<file path="config.mk">
export PLATFORM = sky130hd
export DESIGN_NAME = timer_bcd_n_flat
export DESIGN_NICKNAME = d
export VERILOG_FILES = /design/src/rtl/timer_bcd_n_if.sv /design/src/rtl/timer_bcd_n.sv /design/src/flat_wrapper.sv
export SDC_FILE = /design/constraint.sdc
export NUM_CORES = 1
export LEC_CHECK = 0
export ABC_AREA = 1
export BUFFER_PORTS_ARGS = -buffer_cell sky130_fd_sc_hd__buf_4
export CAP_MARGIN = 0
export CORE_ASPECT_RATIO = 1.5
export CORE_MARGIN = 2
export CORE_UTILIZATION = 25
export DETAILED_ROUTE_END_ITERATION = 16
export PLACE_DENSITY = 0.52
export SKIP_LAST_GASP = 1
export SLEW_MARGIN = 40
export SYNTH_ARGS = -nofsm -noshare
export SYNTH_HDL_FRONTEND = slang
export SYNTH_SLANG_ARGS = --single-unit
</file>
<file path="constraint.sdc">
create_clock -name clk_50M -period 3 [get_ports clk_50M]
set_clock_uncertainty 0.1 [all_clocks]
set_input_delay 0.3 -clock clk_50M [delete_from_list [all_inputs] [get_ports clk_50M]]
set_output_delay 0.3 -clock clk_50M [all_outputs]
set_load 0.01 [all_outputs]
</file>
<file path="src/rtl/timer_bcd_n_if.sv">
// Command/status bundle between the key front-end, the timer and the display driver.
// With SEG_DECODE_EN defined the bundle also carries the registered 7-segment patterns.
interface timer_bcd_n_if #(
  parameter int DIGITS = 4
);
  logic                  start_up;
  logic                  start_down;
  logic                  pause_tgl;
  logic                  clear;
  logic                  lap;
  logic [4*DIGITS-1:0]   preset;
  logic [4*DIGITS-1:0]   count_bcd;
  logic [4*DIGITS-1:0]   lap_bcd;
  logic                  running;
  logic                  paused;
  logic                  done;
  logic                  wrap;
  logic                  tick;
`ifdef SEG_DECODE_EN
  logic [7*DIGITS-1:0]   seg;
`endif

  // key front-end / display side
  modport master (
`ifdef SEG_DECODE_EN
    input  seg,
`endif
    output start_up, start_down, pause_tgl, clear, lap, preset,
    input  count_bcd, lap_bcd, running, paused, done, wrap, tick
  );

  // timer side
  modport slave (
`ifdef SEG_DECODE_EN
    output seg,
`endif
    input  start_up, start_down, pause_tgl, clear, lap, preset,
    output count_bcd, lap_bcd, running, paused, done, wrap, tick
  );
endinterface

</file>
<file path="src/rtl/timer_bcd_n.sv">
// N-digit BCD up/down timer: prescaled tick, pause/resume, preset load, lap
// capture, sticky done. Optional SEG_DECODE_EN adds registered active-low
// abcdefg patterns per digit.

// One BCD digit: increment with carry and decrement with borrow.
module timer_bcd_digit (
  input  logic [3:0] d,
  input  logic       ci,
  input  logic       bi,
  output logic [3:0] inc,
  output logic       co,
  output logic [3:0] dec,
  output logic       bo
);
  // carry/borrow ripple for a single decade
  always_comb begin
    inc = d;
    co  = 1'b0;
    dec = d;
    bo  = 1'b0;
    if (ci) begin
      if (d >= 4'd9) begin inc = 4'd0; co = 1'b1; end
      else           inc = d + 4'd1;
    end
    if (bi) begin
      if (d == 4'd0) begin dec = 4'd9; bo = 1'b1; end
      else           dec = d - 4'd1;
    end
  end
endmodule

module timer_bcd_n #(
  parameter int DIGITS  = 4,
  parameter int CLK_HZ  = 50000000,
  parameter int TICK_HZ = 10
) (
  input  logic         clk_50M,
  input  logic         rst_n,
  timer_bcd_n_if.slave bus
);
  localparam int DIV = CLK_HZ / TICK_HZ;
  localparam int PW  = (DIV > 1) ? $clog2(DIV) : 1;
  localparam int CW  = 4 * DIGITS;

  typedef enum logic [2:0] {IDLE, RUN_UP, RUN_DOWN, PAUSED, DONE} state_t;

  state_t          state_q, state_d;
  logic [PW-1:0]   presc_q, presc_d;
  logic [CW-1:0]   cnt_q, cnt_d;
  logic [CW-1:0]   lap_q, lap_d;
  logic            dir_dn_q, dir_dn_d;   // direction to resume after PAUSED
  logic            wrap_q, wrap_d;

  logic            run, tick, pause_ok;
  logic [CW-1:0]   inc_val, dec_val, pre_clamp;
  logic [DIGITS:0] cy, bw;

  assign cy[0] = 1'b1;
  assign bw[0] = 1'b1;

  for (genvar g = 0; g < DIGITS; g++) begin : g_dig
    timer_bcd_digit u_dig (
      .d   (cnt_q[4*g +: 4]),
      .ci  (cy[g]),
      .bi  (bw[g]),
      .inc (inc_val[4*g +: 4]),
      .co  (cy[g+1]),
      .dec (dec_val[4*g +: 4]),
      .bo  (bw[g+1])
    );
    assign pre_clamp[4*g +: 4] = (bus.preset[4*g +: 4] > 4'd9) ? 4'd9 : bus.preset[4*g +: 4];
  end

  assign run      = (state_q == RUN_UP) || (state_q == RUN_DOWN);
  assign tick     = run && (presc_q == PW'(DIV - 1));
  assign pause_ok = bus.pause_tgl && (run || state_q == PAUSED);

  // state, count, prescaler and lap registers
  always_ff @(posedge clk_50M or negedge rst_n) begin
    if (!rst_n) begin
      state_q  <= IDLE;
      presc_q  <= '0;
      cnt_q    <= '0;
      lap_q    <= '0;
      dir_dn_q <= 1'b0;
      wrap_q   <= 1'b0;
    end else begin
      state_q  <= state_d;
      presc_q  <= presc_d;
      cnt_q    <= cnt_d;
      lap_q    <= lap_d;
      dir_dn_q <= dir_dn_d;
      wrap_q   <= wrap_d;
    end
  end

  // next state: counting first, then the single highest-priority command overrides
  always_comb begin
    state_d  = state_q;
    presc_d  = presc_q;
    cnt_d    = cnt_q;
    lap_d    = lap_q;
    dir_dn_d = dir_dn_q;
    wrap_d   = 1'b0;

    if (run) presc_d = tick ? '0 : presc_q + PW'(1);

    if (tick) begin
      if (state_q == RUN_UP) begin
        cnt_d  = inc_val;
        wrap_d = cy[DIGITS];
      end else if ((dec_val == '0) || bw[DIGITS]) begin
        // final step lands on zero; an underflow can only mean a corrupt count
        cnt_d   = '0;
        state_d = DONE;
      end else begin
        cnt_d = dec_val;
      end
    end

    if (bus.clear) begin
      state_d = IDLE;
      cnt_d   = '0;
      presc_d = '0;
      wrap_d  = 1'b0;
    end else if (bus.start_down) begin
      presc_d = '0;
      wrap_d  = 1'b0;
      if (pre_clamp == '0) begin
        state_d = DONE;
        cnt_d   = '0;
      end else begin
        state_d = RUN_DOWN;
        cnt_d   = pre_clamp;
      end
    end else if (bus.start_up) begin
      state_d = RUN_UP;
      cnt_d   = '0;
      presc_d = '0;
      wrap_d  = 1'b0;
    end else if (pause_ok) begin
      if (run) begin
        dir_dn_d = (state_q == RUN_DOWN);
        // the pause cycle does not consume a prescaler count unless it is the tick itself
        if (!tick) presc_d = presc_q;
        if (state_d != DONE) state_d = PAUSED;
      end else begin
        state_d = dir_dn_q ? RUN_DOWN : RUN_UP;
      end
    end else if (bus.lap) begin
      lap_d = cnt_q;
    end
  end

  assign bus.count_bcd = cnt_q;
  assign bus.lap_bcd   = lap_q;
  assign bus.running   = run;
  assign bus.paused    = (state_q == PAUSED);
  assign bus.done      = (state_q == DONE);
  assign bus.wrap      = wrap_q;
  assign bus.tick      = tick;

`ifdef SEG_DECODE_EN
  logic [7*DIGITS-1:0] seg_q;

  function automatic logic [6:0] seg7(input logic [3:0] d);
    case (d)
      4'd0:    seg7 = 7'b0000001;
      4'd1:    seg7 = 7'b1001111;
      4'd2:    seg7 = 7'b0010010;
      4'd3:    seg7 = 7'b0000110;
      4'd4:    seg7 = 7'b1001100;
      4'd5:    seg7 = 7'b0100100;
      4'd6:    seg7 = 7'b0100000;
      4'd7:    seg7 = 7'b0001111;
      4'd8:    seg7 = 7'b0000000;
      4'd9:    seg7 = 7'b0000100;
      default: seg7 = 7'b1111111;
    endcase
  endfunction

  // registered per-digit decode, one cycle behind count_bcd
  always_ff @(posedge clk_50M or negedge rst_n) begin
    if (!rst_n) seg_q <= {DIGITS{7'b0000001}};
    else
      for (int i = 0; i < DIGITS; i++) seg_q[7*i +: 7] <= seg7(cnt_q[4*i +: 4]);
  end

  assign bus.seg = seg_q;
`endif
endmodule

</file>
<file path="src/flat_wrapper.sv">
// flat-port wrapper written by rule: the top's interface ports become plain ports
module timer_bcd_n_flat 
#(
  parameter int DIGITS  = 4,
  parameter int CLK_HZ  = 50000000,
  parameter int TICK_HZ = 10
)
  (clk_50M, rst_n, bus_start_up, bus_start_down, bus_pause_tgl, bus_clear, bus_lap, bus_preset, bus_count_bcd, bus_lap_bcd, bus_running, bus_paused, bus_done, bus_wrap, bus_tick);
  timer_bcd_n_if #(.DIGITS(DIGITS)) bus_i ();
  input  logic clk_50M;
  input  logic rst_n;
  input wire logic [$bits(bus_i.start_up)-1:0] bus_start_up;
  input wire logic [$bits(bus_i.start_down)-1:0] bus_start_down;
  input wire logic [$bits(bus_i.pause_tgl)-1:0] bus_pause_tgl;
  input wire logic [$bits(bus_i.clear)-1:0] bus_clear;
  input wire logic [$bits(bus_i.lap)-1:0] bus_lap;
  input wire logic [$bits(bus_i.preset)-1:0] bus_preset;
  output wire logic [$bits(bus_i.count_bcd)-1:0] bus_count_bcd;
  output wire logic [$bits(bus_i.lap_bcd)-1:0] bus_lap_bcd;
  output wire logic [$bits(bus_i.running)-1:0] bus_running;
  output wire logic [$bits(bus_i.paused)-1:0] bus_paused;
  output wire logic [$bits(bus_i.done)-1:0] bus_done;
  output wire logic [$bits(bus_i.wrap)-1:0] bus_wrap;
  output wire logic [$bits(bus_i.tick)-1:0] bus_tick;
  assign bus_i.start_up = bus_start_up;
  assign bus_i.start_down = bus_start_down;
  assign bus_i.pause_tgl = bus_pause_tgl;
  assign bus_i.clear = bus_clear;
  assign bus_i.lap = bus_lap;
  assign bus_i.preset = bus_preset;
  assign bus_count_bcd = bus_i.count_bcd;
  assign bus_lap_bcd = bus_i.lap_bcd;
  assign bus_running = bus_i.running;
  assign bus_paused = bus_i.paused;
  assign bus_done = bus_i.done;
  assign bus_wrap = bus_i.wrap;
  assign bus_tick = bus_i.tick;
  timer_bcd_n #(.DIGITS(DIGITS), .CLK_HZ(CLK_HZ), .TICK_HZ(TICK_HZ)) u_core (.clk_50M(clk_50M), .rst_n(rst_n), .bus(bus_i));
endmodule
</file>
# ---- After elaboration in Yosys (flattened, before gate mapping)
# Cells that the tools add are included.
dict set report op_classes {
  bitwise 4
  mux 63
  reduce_logical 17
  n_addsub 9
  n_eq_ne 10
  magnitude_cmp 8
}
# cell n
set op_table {}
lappend op_table {{$mux W23} 8}
lappend op_table {{$mux W16} 7}
lappend op_table {{$mux W4} 18}
lappend op_table {{$logic_not A16 Y1} 2}
lappend op_table {{$mux W3} 10}
lappend op_table {{$add A23 B1 Y23 const B} 1}
lappend op_table {{$eq A23 B23 Y1 const B} 1}
lappend op_table {{$mux W1} 19}
lappend op_table {{$add A4 B1 Y4 const B} 4}
lappend op_table {{$ge A4 B4 Y1 const B} 4}
lappend op_table {{$gt A4 B4 Y1 const B} 4}
lappend op_table {{$logic_not A4 Y1} 4}
lappend op_table {{$sub A4 B1 Y4 const B} 4}
lappend op_table {{$ne A5 B5 Y1 const B} 3}
lappend op_table {{$reduce_and A5 Y1} 2}
lappend op_table {{$eq A3 B2 Y1 const B} 2}
lappend op_table {{$ne A6 B6 Y1 const B} 1}
lappend op_table {{$reduce_and A2 Y1} 3}
lappend op_table {{$not A1 Y1} 4}
lappend op_table {{$reduce_bool A4 Y1} 1}
lappend op_table {{$eq A3 B1 Y1 const B} 1}
lappend op_table {{$eq A3 B3 Y1 const B} 1}
lappend op_table {{$logic_or A1 B1 Y1} 3}
lappend op_table {{$ne A3 B3 Y1 const B} 1}
lappend op_table {{2 further kinds} 3}
dict set report word_totals {
  reg_bits 60
  input_bits 23
}

# ---- Logic depth before layout (Yosys ltp)
# Gate-level depths: netlist of run 1.
dict set report depth {
  word_depth 17
  ltp_mapped 19
}

# ---- Cells and area by module
# From an unflattened synthesis of run 1, not the netlist that was laid out.
dict set report hier_totals {
  hier_cells 753
  hier_area_um2 4948.5
}
# mod seq_area_each_um2 cells_each instances area_per_inst_um2
set by_module_without_submodules {}
lappend by_module_without_submodules {timer_bcd_n 1501.4 545 1 3862.5}
lappend by_module_without_submodules {timer_bcd_digit 0.0 52 4 271.5}

# ---- Least setup slack after synthesis of run 1
# Ideal clock, no wire load.
dict set report synth_path {
  path_type {reg-to-reg}
  from {register u_core.cnt_q[0] (netlist: u_core.bus.count_bcd[0])}
  to {register u_core.state_q[1]}
  period_less_slack_ns 2.286
  required_time_ns 2.767
  setup_ns 0.133
  arrival_ns 2.053
  path_stages_with_launch 19
  path_slack_ns 0.714
  path_cell_list {dfrtp_1 clkinv_1 ha_1 nand2_4 nor2_8 nand2_4 nor2_1 nor2_1 nand2_1 nor2_1 nand3_2 nand2_4 nand2_2 nand2_2 nand2_2 nand3_2 nand2_1 nand2_1 a21oi_1}
}
dict set report synth_via {
  elab_chain_cells 17
}
# item line_no
set synth_rtl {}
lappend synth_rtl {{start, declared} timer_bcd_n.sv:49} ;# logic [CW-1:0] cnt_q, cnt_d;
lappend synth_rtl {{start signal, assigned} timer_bcd_n.sv:90} ;# cnt_q <= cnt_d;
lappend synth_rtl {{$logic_not A4 Y1} timer_bcd_n.sv:26} ;# if (d == 4'd0) begin dec = 4'd9; bo = 1'b1; end
lappend synth_rtl {{$mux W1} timer_bcd_n.sv:26}
lappend synth_rtl {{$mux W1 (2 in series)} timer_bcd_n.sv:25} ;# if (bi) begin
lappend synth_rtl {{$mux W4} timer_bcd_n.sv:25}
lappend synth_rtl {{$logic_not A16 Y1} timer_bcd_n.sv:112} ;# end else if ((dec_val == '0) || bw[DIGITS]) begin
lappend synth_rtl {{$logic_or A1 B1 Y1 *} timer_bcd_n.sv:112}
lappend synth_rtl {{$mux W3 *} timer_bcd_n.sv:112}
lappend synth_rtl {{$mux W3 *} timer_bcd_n.sv:109} ;# if (state_q == RUN_UP) begin
lappend synth_rtl {{$mux W3 *} timer_bcd_n.sv:108} ;# if (tick) begin
lappend synth_rtl {{$ne A3 B3 Y1} timer_bcd_n.sv:146} ;# if (state_d != DONE) state_d = PAUSED;
lappend synth_rtl {{$mux W3} timer_bcd_n.sv:146}
lappend synth_rtl {{$mux W3} timer_bcd_n.sv:142} ;# if (run) begin
lappend synth_rtl {{$mux W3 *} timer_bcd_n.sv:141} ;# end else if (pause_ok) begin
lappend synth_rtl {{$mux W3 *} timer_bcd_n.sv:136} ;# end else if (bus.start_up) begin
lappend synth_rtl {{$mux W3 *} timer_bcd_n.sv:126} ;# end else if (bus.start_down) begin
lappend synth_rtl {{$mux W3 *} timer_bcd_n.sv:121} ;# if (bus.clear) begin
lappend synth_rtl {{named net u_core.state_d[1]} timer_bcd_n.sv:47} ;# state_t state_q, state_d;
lappend synth_rtl {{end signal, assigned} timer_bcd_n.sv:88} ;# state_q <= state_d;
lappend synth_rtl {{end, declared} timer_bcd_n.sv:47}
# Mark *: on every way through the listed nets, which the timed path passes. The rest lies on a longest branch.
# A chain may end at the register's enable or synchronous reset.

# ---- Final worst setup path of run 1
# Same ends and word-level chain as after synthesis.

==> results of run 1 <==
-- final timing paths --
path | endpoint | slack (ns) | depth (start not counted)
worst max-delay path | u_core.state_q[1]$_DFF_PN0_ | 0.24 | 17
worst min-delay path | u_core.dir_dn_q$_DFFE_PN0P_ | 0.09 | 2
worst max register to register | u_core.state_q[1]$_DFF_PN0_ | 0.24 | 17
worst min register to register | u_core.bus.lap_bcd[9]$_DFFE_PN0P_ | 0.38 | 2
max in group asynchronous | u_core.bus.count_bcd[6]$_DFFE_PN0P_ | 1.98 | 2
min in group asynchronous | u_core.presc_q[16]$_DFFE_PN0P_ | 0.41 | 2
-- placed cells by master, fill, tap and decap left out, drive strengths merged --
cell type and n:
bufinv 3, nand2 116, nor2 55, o21ai 73, xor2 21, nand4 19, nand3 54, or2 2
a32oi 1, xnor2 1, dlygate4sd3 1, clkbuf 12, o2bb2ai 2, a31oi 6, nor3 43, o311ai 2
buf 66, o31ai 1, o22ai 3, o211ai 2, o21a 1, a22oi 1, nor4 16, a21oi 28
clkinv 4, inv 68, and3 1, ha 14, dfrtp 60
-- power groups by stage --
stage | logic [mW] | registers (mW) | clock network (mW)
2_1_floorplan | 0.346 | 0.934 | 0
3_3_place_gp | 0.589 | 0.929 | 0
3_5_place_dp | 0.589 | 0.929 | 0
4_1_cts | 0.592 | 0.914 | 1.27
5_1_grt | 0.658 | 0.922 | 1.30
6_report | 0.589 | 0.914 | 1.24
-- sequential cells by signal (all words and copies together) (netlist names) --
register / count
u_core.state_q: 3
u_core.dir_dn_q: 1
u_core.presc_q: 23
u_core.bus.wrap: 1
u_core.bus.count_bcd: 16
u_core.bus.lap_bcd: 16
-- routing by layer --
layer  vias to the layer above  global-route usage  part of all wire
li1                       2210                   -                 -
met1                      2162               0.185              0.40
met2                       123               0.299              0.53
met3                        37              0.0292             0.044
met4                         0              0.0652             0.028
met5                         -                   0                 0
-- timing repair --
item                      in CTS  in global routing
hold buffers                   1                  0
hold endpoints to repair      12                  0
gates resized for setup        0                  0
-- through the flow --
stage	hold slack, ns	total power [mW]	util
CTS	0.0884	2.77	0.313
detailed placement	0.357	1.52	0.292
finish	0.0932	2.74	0.313
global route	0.0908	2.88	0.313
global placement	0.351	1.52	0.292
floorplan	-0.0956	1.28	-
-- cell families after synthesis --
kind of cell	after synthesis
flops	60
simple gates	306
buf+inv	91
compound gates	120
fa+ha+maj	14
xor+xnor	22
-- cell type report --
| class | count | area share |
|---|---|---|
| clock inverters | 4 | 0.0176 |
| multi-input cells | 462 | 0.464 |
| inverters | 71 | 0.0498 |
| clock buffers | 12 | 0.0474 |
| flip-flops and latches | 60 | 0.278 |
| repair buffers | 67 | 0.0942 |
| well taps | 213 | 0.0493 |
-- worst register-to-register path, delay by kind of cell, from the launching register on --
family	cells	cell delay, ns
buf+inv	1	0.16
compound gates	2	0.14
flops	1	0.42
fa+ha+maj	1	0.36
simple gates	13	1.46
==> reports/results.ini, run 1 <==
[critical_path]
crit_chain=clkinv_1 > ha_1 > nand2_2 > nor2_4 > nand2_2 > nand2_1 > o21ai_1 > nor2_1 > nand3_2 > nand2_4 > nand2_2 > nand2_2 > nand2_2 > nand3_2 > nand2_1 > nand2_1 > a21oi_1
path_max_fanout=8
worstSetupPathType=reg2reg
crit_start=u_core.bus.count_bcd[0]$_DFFE_PN0P_
path_delay_family=simple AND/OR/NAND/NOR gates
slowest_delay_ns=0.42
cp_data_required_time_ns=3.10
arrival_ns=2.85
r2r-start=u_core.bus.count_bcd[0]$_DFFE_PN0P_
crit_buf_inv=1
critPathSlowestCell=dfrtp_1
critPathLaunchType=flop
cp-end-kind=flop
critPathMostFrequentCell=nand2_2

[timing]
fin_crit_ns=2.76
max_freq_mhz=363
finalHoldViolCount=0
maxSlewViolCount=0
setup_ws_ns=0.245
setup_violations=0
relSlewSlack=0.543
rsz0062_at_grt=false
tns_ns=0
period_share=0.918
tightestPinTransition_ns=0.683

[place]
port_buffers=59
place_worst_setup_slack_ns=0.264
dp_cells=872
hpwl_mm=11.5
placed_area_um2=5040
gp_congestion=0.906

[power_and_ir_drop]
p_leak_nw=2.35
comb_power_share=0.215
pwr-share-clk=0.452
power.switching_mw=0.810
seq_power_share=0.333
powerDensity_nw_per_um2=507
switching_share=0.295
peakVddDrop_v=0.000306
p_int_mw=1.93

[synth]
synth_edf_count=0
async_flop_share=1.00
syn_area_um2=4380
synth_flop_cell=dfrtp_1
synth_top_family_by_area=simple AND/OR/NAND/NOR gates
synthTopCellsByCount=107 x nand2_1, 62 x inv_1, 60 x dfrtp_1
yosys.area.top_type=dfrtp_1
yosys.area_share.xor_xnor=0.0440
synthMuxAreaShare=0
yosysTopAreaCellShare=0.343
synthAdderAreaFrac=0.0400
synth_compound_area_frac=0.148
avgSynthCellArea_um2=7.15
synth_cell_types=42
yosysWarnings=0
synthTopCellsByArea=dfrtp_1 34%, nand2_1 9.2%, o21ai_0 6.5%, nand3_1 5.8%, inv_1 5.3%
synth-seq-cells=60
seq_area_frac_synth=0.343
synthSimpleGateAreaFrac=0.340
postSynthCellCount=613
syn_nets=650
yosysMostFrequentCell=nand2_1

[floorplan]
io_pins=60
core_um2=17300
rows=59
start_util=0.254
dieWidth_um=112
die-height_um=166
die_area_um2=18600

[global_routing]
grt_first_pass_wirelength_mm=24.2
grt_overflow=0
grt_max_degree=61
grt_pass1_vias=4650
grt_antenna_before_repair=0
grt_use_total=0.163

[route]
drtIter0Drc=221
firstDrtPassIters=5
viasPerCell=5.10
antenna_left=0
wirelength_mm=15.1
avgRoutedWirePerCell_um=17.0
drc_errors=0
dr_total_vias=4532

[clock_tree]
path_clk_slew_ns=0.06
root_buffer=clkbuf_16
cts_buffers=9
clk_path_buf_depth=2
cts_sinks=60
clk_latency_ns=0.34
cts_tree=yes
postCtsSetupBuffers=0
htreeDepth=3

[cells_and_area]
drive_gt1_frac=0.169
multiInputGateArea_um2=2510
layout.area.seq_um2=1500
nNetsFinal=708
fillCellCount=1912
fin_area_um2=5410
diodes=0
syn_to_final_growth_pct=23.4
fin_cells=889

[hold_path]
hp-class=in2reg
hp-start=bus_pause_tgl

[job]
drv_cap=0

[run_status]
run_status=finished clean

Note: power is estimated with default switching activity, not from simulation.
==> run 2, diff against run 1 <==
- CORE_ASPECT_RATIO: 1.5 -> not set
==> run 2 against run 1 <==
Fmax rose by 0.55%. Sequential cell count did not move. Utilization rose by 0.16 points. First-iteration DRC count rose by 89%. Total power fell by 1.8%. Count of clock-buffer cells in the layout did not move. Via count fell by 1.1%. Register-to-register slack barely moved. Final cell count rose by 1.6%. Hold slack got worse by 0.0058 ns. Non-clock buffer count rose by 2.
==> reports/results.ini, run 2 (synthesis results as in run 1) <==
[power_and_ir_drop]
peakVddDrop_v=0.000284
powerDensity_nw_per_um2=497
p_leak_nw=2.35
p_total_mw=2.69

[timing]
tns_ns=0
tightestPinTransition_ns=0.667
relSlewSlack=0.554
finalHoldViolCount=0
max_freq_mhz=365
setup_violations=0
fin_crit_ns=2.74
maxSlewViolCount=0
rsz0062_at_grt=false
period_share=0.913

[route]
drc_errors=0
dr_total_vias=4483
firstDrtPassIters=5
antenna_left=0
viasPerCell=4.96
wirelength_mm=14.3
drtIter0Drc=418
avgRoutedWirePerCell_um=15.8

[clock_tree]
htreeDepth=3
cts_buffers=9
clk_path_buf_depth=2
cts.repair.resized=0
postCtsSetupBuffers=0
clk_latency_ns=0.35
path_clk_slew_ns=0.05
root_buffer=clkbuf_16
cts_tree=yes
cts_sinks=60

[cells_and_area]
diodes=0
nNetsFinal=710
regMostFlops=u_core.presc_q
drive_gt1_frac=0.173
final_cell_mix=107 x nand2_1, 67 x buf_4, 62 x inv_1
syn_to_final_growth_pct=23.7
mostFrequentLayoutCell=nand2_1
largest_register_ffs=23
fin_cells=903
fillCellCount=1921

[floorplan]
die_area_um2=18600
io_pins=60
start_util=0.254
core_um2=17200
rows=48
dieWidth_um=136
die-height_um=136

[hold_path]
holdPathStages=2
hp-start=bus_clear
hold_end=u_core.state_q[2]$_DFF_PN0_
hp-class=in2reg

[global_routing]
grt_antenna_before_repair=0
grt_max_degree=61
grt_pass1_vias=4309
grt_use_total=0.161
grt_overflow=0
grt_first_pass_wirelength_mm=23.3

[critical_path]
rrSetupSlack_ns=0.26
cp-end-kind=flop
worstSetupPathType=reg2reg
path_max_fanout=9
critPathLaunchType=flop
arrival_ns=2.86
cp_data_required_time_ns=3.12
r2r-end=u_core.state_q[1]$_DFF_PN0_
reg2reg_depth=17
r2r-start=u_core.bus.count_bcd[0]$_DFFE_PN0P_

[place]
dp_cells=886
gp_congestion=0.924
port_buffers=59
hpwl_mm=10.5

[run_status]
run_status=finished clean

[job]
drv_cap=0

==> run 2: changes by cell type in the layout (fill, tap and decap cells not counted), sizes merged <==
cell / previous run / this run
bufinv: 3 / 2
buf: 66 / 68
clkinv: 4 / 5
==> run 2: critical path: stages, from the launching register on <==
cell and delay [ns]:
dfrtp_1 0.42, clkinv_1 0.16, ha_1 0.36, nand2_4 0.11
nor2_8 0.16, nor2_1 0.06, a21oi_1 0.20, nand3_1 0.11
nor2_1 0.20, nand3_2 0.15, nand2_4 0.14, nand2_2 0.08
nand2_2 0.07, nand2_2 0.06, nand3_2 0.06, nand2_1 0.04
nand2_1 0.06, a21oi_1 0.06
==> run 2: per-layer routing <==
layer / wire [um] / GRT usage
met1: 6870 / 0.219
met2: 6390 / 0.251
met3: 734 / 0.0343
met4: 303 / 0.0602
met5: 0 / 0
==> run 2: worst max-delay path by stage <==
stage	from	endpoint	slack, ns	cells past startpoint
6_report	u_core.bus.count_bcd[0]$_DFFE_PN0P_	u_core.state_q[1]$_DFF_PN0_	0.26	17
5_1_grt	u_core.bus.count_bcd[0]$_DFFE_PN0P_	u_core.bus.count_bcd[12]$_DFFE_PN0P_	0.005	15
4_1_cts	u_core.bus.count_bcd[0]$_DFFE_PN0P_	u_core.state_q[1]$_DFF_PN0_	0.28	17
3_5_place_dp	u_core.bus.count_bcd[0]$_DFFE_PN0P_	u_core.state_q[1]$_DFF_PN0_	0.28	17
3_3_place_gp	u_core.bus.count_bcd[0]$_DFFE_PN0P_	u_core.state_q[1]$_DFF_PN0_	0.26	16
2_1_floorplan	u_core.bus.count_bcd[0]$_DFFE_PN0P_	u_core.state_q[1]$_DFF_PN0_	0.71	18
==> run 2: repair_timing <==
item                                    CTS  global route
endpoints found under the setup margin    0             0
endpoints found under the hold margin    48             0
hold buffers                              1             0
==> run 2: area by class of cell <==
cell class	instances	area, um2	area share
clock inverters	4	70.1	0.0129
repair buffers	69	524	0.0967
well taps	225	282	0.0519
clock buffers	12	267	0.0492
multi-input cells	462	2510	0.463
inverters	71	269	0.0496
flip-flops and latches	60	1500	0.277
==> run 2: power by group <==
part / switching, mW / total [mW] / internal, mW
registers: 0.0525 / 0.913 / 0.860
logic: 0.370 / 0.591 / 0.221
clock network: 0.398 / 1.19 / 0.792
total: 0.820 / 2.69 / 1.87
==> run 2: stage by stage <==
stage	hold WS [ns]	setup slack, ns	area [um2]	util
final	0.0875	0.260	5420	0.315
after global routing	0.0816	0.00475	5420	0.315
after CTS	0.0771	0.276	5420	0.314
after detailed placement	0.347	0.280	5070	0.294
after global placement	0.346	0.264	5070	0.294
after floorplan	-0.0956	0.714	4380	-
==> run 3, diff against run 2 <==
- ABC_AREA: 1 -> not set
- CAP_MARGIN: 0 -> 25
==> run 3 against run 2 <==
Global-route usage shrank 0.062 points. Sequential cell count is the same. Cell area shrank 1.5%. First-iteration DRC count shrank 15%. Routed wire length grew 1.5%. Sequential share of layout area grew 0.43 points. Die area shrank 1.7%. Clock power shrank 24%. Non-clock buffer count grew 17. Total power shrank 11%. Final cell count shrank 12%. Register-to-register slack is essentially flat. Highest routed layer unchanged.
==> reports/results.ini, run 3 <==
[synth]
synthTopCellsByArea=dfrtp_1 35%, nand2_1 4.5%, a21oi_1 4.3%, ha_1 4.1%, o21ai_0 3.6%
synth_flop_cell=dfrtp_1
syn_nets=549
seq_area_frac_synth=0.349
synthTopCellsByCount=60 x dfrtp_1, 52 x nand2_1, 37 x a21oi_1
avgSynthCellArea_um2=8.41
async_flop_share=1.00
synth_edf_count=0
synth_cell_types=67
syn_area_um2=4310
yosysWarnings=0
yosys.area.top_type=dfrtp_1
yosysTopAreaCellShare=0.349
yosysMostFrequentCell=dfrtp_1
postSynthCellCount=512
synth-seq-cells=60

[timing]
max_freq_mhz=363
setup_ws_ns=0.247
tns_ns=0
rsz0062_at_grt=false
setup_violations=0
finalHoldViolCount=0
maxSlewViolCount=0
period_share=0.918
tightestPinTransition_ns=0.597
fin_crit_ns=2.75
worst_hold_slack_ns=0.134
relSlewSlack=0.602

[place]
place_worst_setup_slack_ns=0.246
port_buffers=59
gp_congestion=0.936
hpwl_mm=10.5
placed_area_um2=5070

[power_and_ir_drop]
p_leak_nw=2.15
powerDensity_nw_per_um2=448
peakVddDrop_v=0.000249

[critical_path]
r2r-end=u_core.bus.count_bcd[4]$_DFFE_PN0P_
arrival_ns=2.87
rrSetupSlack_ns=0.25
cp_data_required_time_ns=3.12
cp-end-kind=flop
path_max_fanout=20
critPathLaunchType=flop
r2r-start=u_core.bus.count_bcd[1]$_DFFE_PN0P_
worstSetupPathType=reg2reg
reg2reg_depth=9

[cells_and_area]
layout.area.seq_um2=1500
fin_area_um2=5340
largest_register_ffs=23
nNetsFinal=612
regMostFlops=u_core.presc_q
final_cell_mix=84 x buf_4, 60 x dfrtp_1, 52 x nand2_1
mostFrequentLayoutCell=buf_4
drive_gt1_frac=0.209
syn_to_final_growth_pct=24.0
fillCellCount=1796
diodes=0
multiInputGateArea_um2=2550

[hold_path]
hp-class=in2reg
hp-start=bus_start_up
hold_end=u_core.state_q[0]$_DFF_PN0_
holdPathStages=3

[floorplan]
dieWidth_um=135
io_pins=60
die-height_um=135
core_um2=16700
die_area_um2=18300
rows=47
start_util=0.258

[clock_tree]
root_buffer=clkbuf_16
cts_buffers=9
path_clk_slew_ns=0.05
cts_tree=yes
clk_latency_ns=0.33
cts_sinks=60
postCtsSetupBuffers=0
clk_path_buf_depth=2
htreeDepth=3

[route]
avgRoutedWirePerCell_um=18.1
viasPerCell=5.44
wirelength_mm=14.5
antenna_left=0
firstDrtPassIters=5
dr_total_vias=4349
drtIter0Drc=354
drc_errors=0

[global_routing]
grt_max_degree=61
grt_use_total=0.161
grt_first_pass_wirelength_mm=23.0
grt_antenna_before_repair=0
grt_pass1_vias=4192
grt_overflow=0

[job]
drv_cap=0

[run_status]
run_status=finished clean

==> run 3: cell types whose count changed after synthesis, moves of 11 or more <==
cell,delta
mux2i_1,+12
inv_1,-33
o31ai_1,+18
nor3_1,-24
nand2_1,-55
nor2_1,-19
clkbuf_1,+11
nand3_1,-31
o21ai_1,-12
o21ai_0,-26
xor2_1,-20
or4_1,+11
==> run 3: what timing repair did <==
item | 4_1_cts | 5_1_grt
endpoints found under the hold margin | 0 | 60
hold buffers | 0 | 1
gates resized for setup | 0 | 0
==> run 3: per-stage QoR <==
| step | std cells | utilization | power [mW] |
|---|---|---|---|
| CTS | 798 | 0.319 | 2.41 |
| global placement | 783 | 0.304 | 1.49 |
| detailed placement | 783 | 0.304 | 1.49 |
| floorplan | 512 | - | 1.23 |
| global route | 799 | 0.320 | 2.51 |
| finish | 799 | 0.320 | 2.39 |
==> run 3: routing by layer <==
layer,vias to the layer above,global-route usage,share of wire
met3,19,0.0307,0.053
li1,2065,-,-
met1,2125,0.219,0.44
met5,-,0,0
met4,0,0.0648,0.025
met2,140,0.251,0.48
==> run 3: how the worst max path moves through the flow <==
stage	start	endpoint	slack (ns)	cells past startpoint
final	u_core.bus.count_bcd[1]$_DFFE_PN0P_	u_core.bus.count_bcd[4]$_DFFE_PN0P_	0.25	9
after floorplan	u_core.bus.count_bcd[4]$_DFFE_PN0P_	u_core.state_q[2]$_DFF_PN0_	0.36	10
after global routing	u_core.bus.count_bcd[1]$_DFFE_PN0P_	u_core.bus.count_bcd[4]$_DFFE_PN0P_	0.04	9
after global placement	u_core.bus.count_bcd[1]$_DFFE_PN0P_	u_core.bus.count_bcd[4]$_DFFE_PN0P_	0.40	9
after detailed placement	u_core.bus.count_bcd[1]$_DFFE_PN0P_	u_core.bus.count_bcd[4]$_DFFE_PN0P_	0.25	9
after CTS	u_core.bus.count_bcd[1]$_DFFE_PN0P_	u_core.bus.count_bcd[4]$_DFFE_PN0P_	0.24	9
==> run 3: cell type report <==
class / instances / share of cell area
clock inverters: 3 / 0.00281
multi-input cells: 389 / 0.477
repair buffers: 86 / 0.122
clock buffers: 12 / 0.0443
flip-flops and latches: 60 / 0.281
inverters: 29 / 0.0204
well taps: 220 / 0.0516
==> run 3: cells by family after synthesis <==
family / synth area share
buffers and inverters: 0.0593
flip-flops: 0.349
AND/OR/NAND/NOR: 0.272
AO/OA/AOI/OAI: 0.230
adder cells (fa/ha/maj): 0.0407
XOR/XNOR: 0.00610
multiplexers: 0.0436
==> run 3: power breakdown <==
part	switching, mW	internal, mW
Sequential	0.0441	0.853
Combinational	0.341	0.242
Clock	0.360	0.550
==> run 3: critical path: stages, from the launching register on <==
cell and delay (ns):
dfrtp_1 0.43, inv_1 0.14, ha_1 0.28, nor3b_2 0.19, buf_4 0.26, a21oi_1 0.10, a311o_1 0.37, a41oi_4 0.32
o2111ai_1 0.18, a221oi_1 0.28
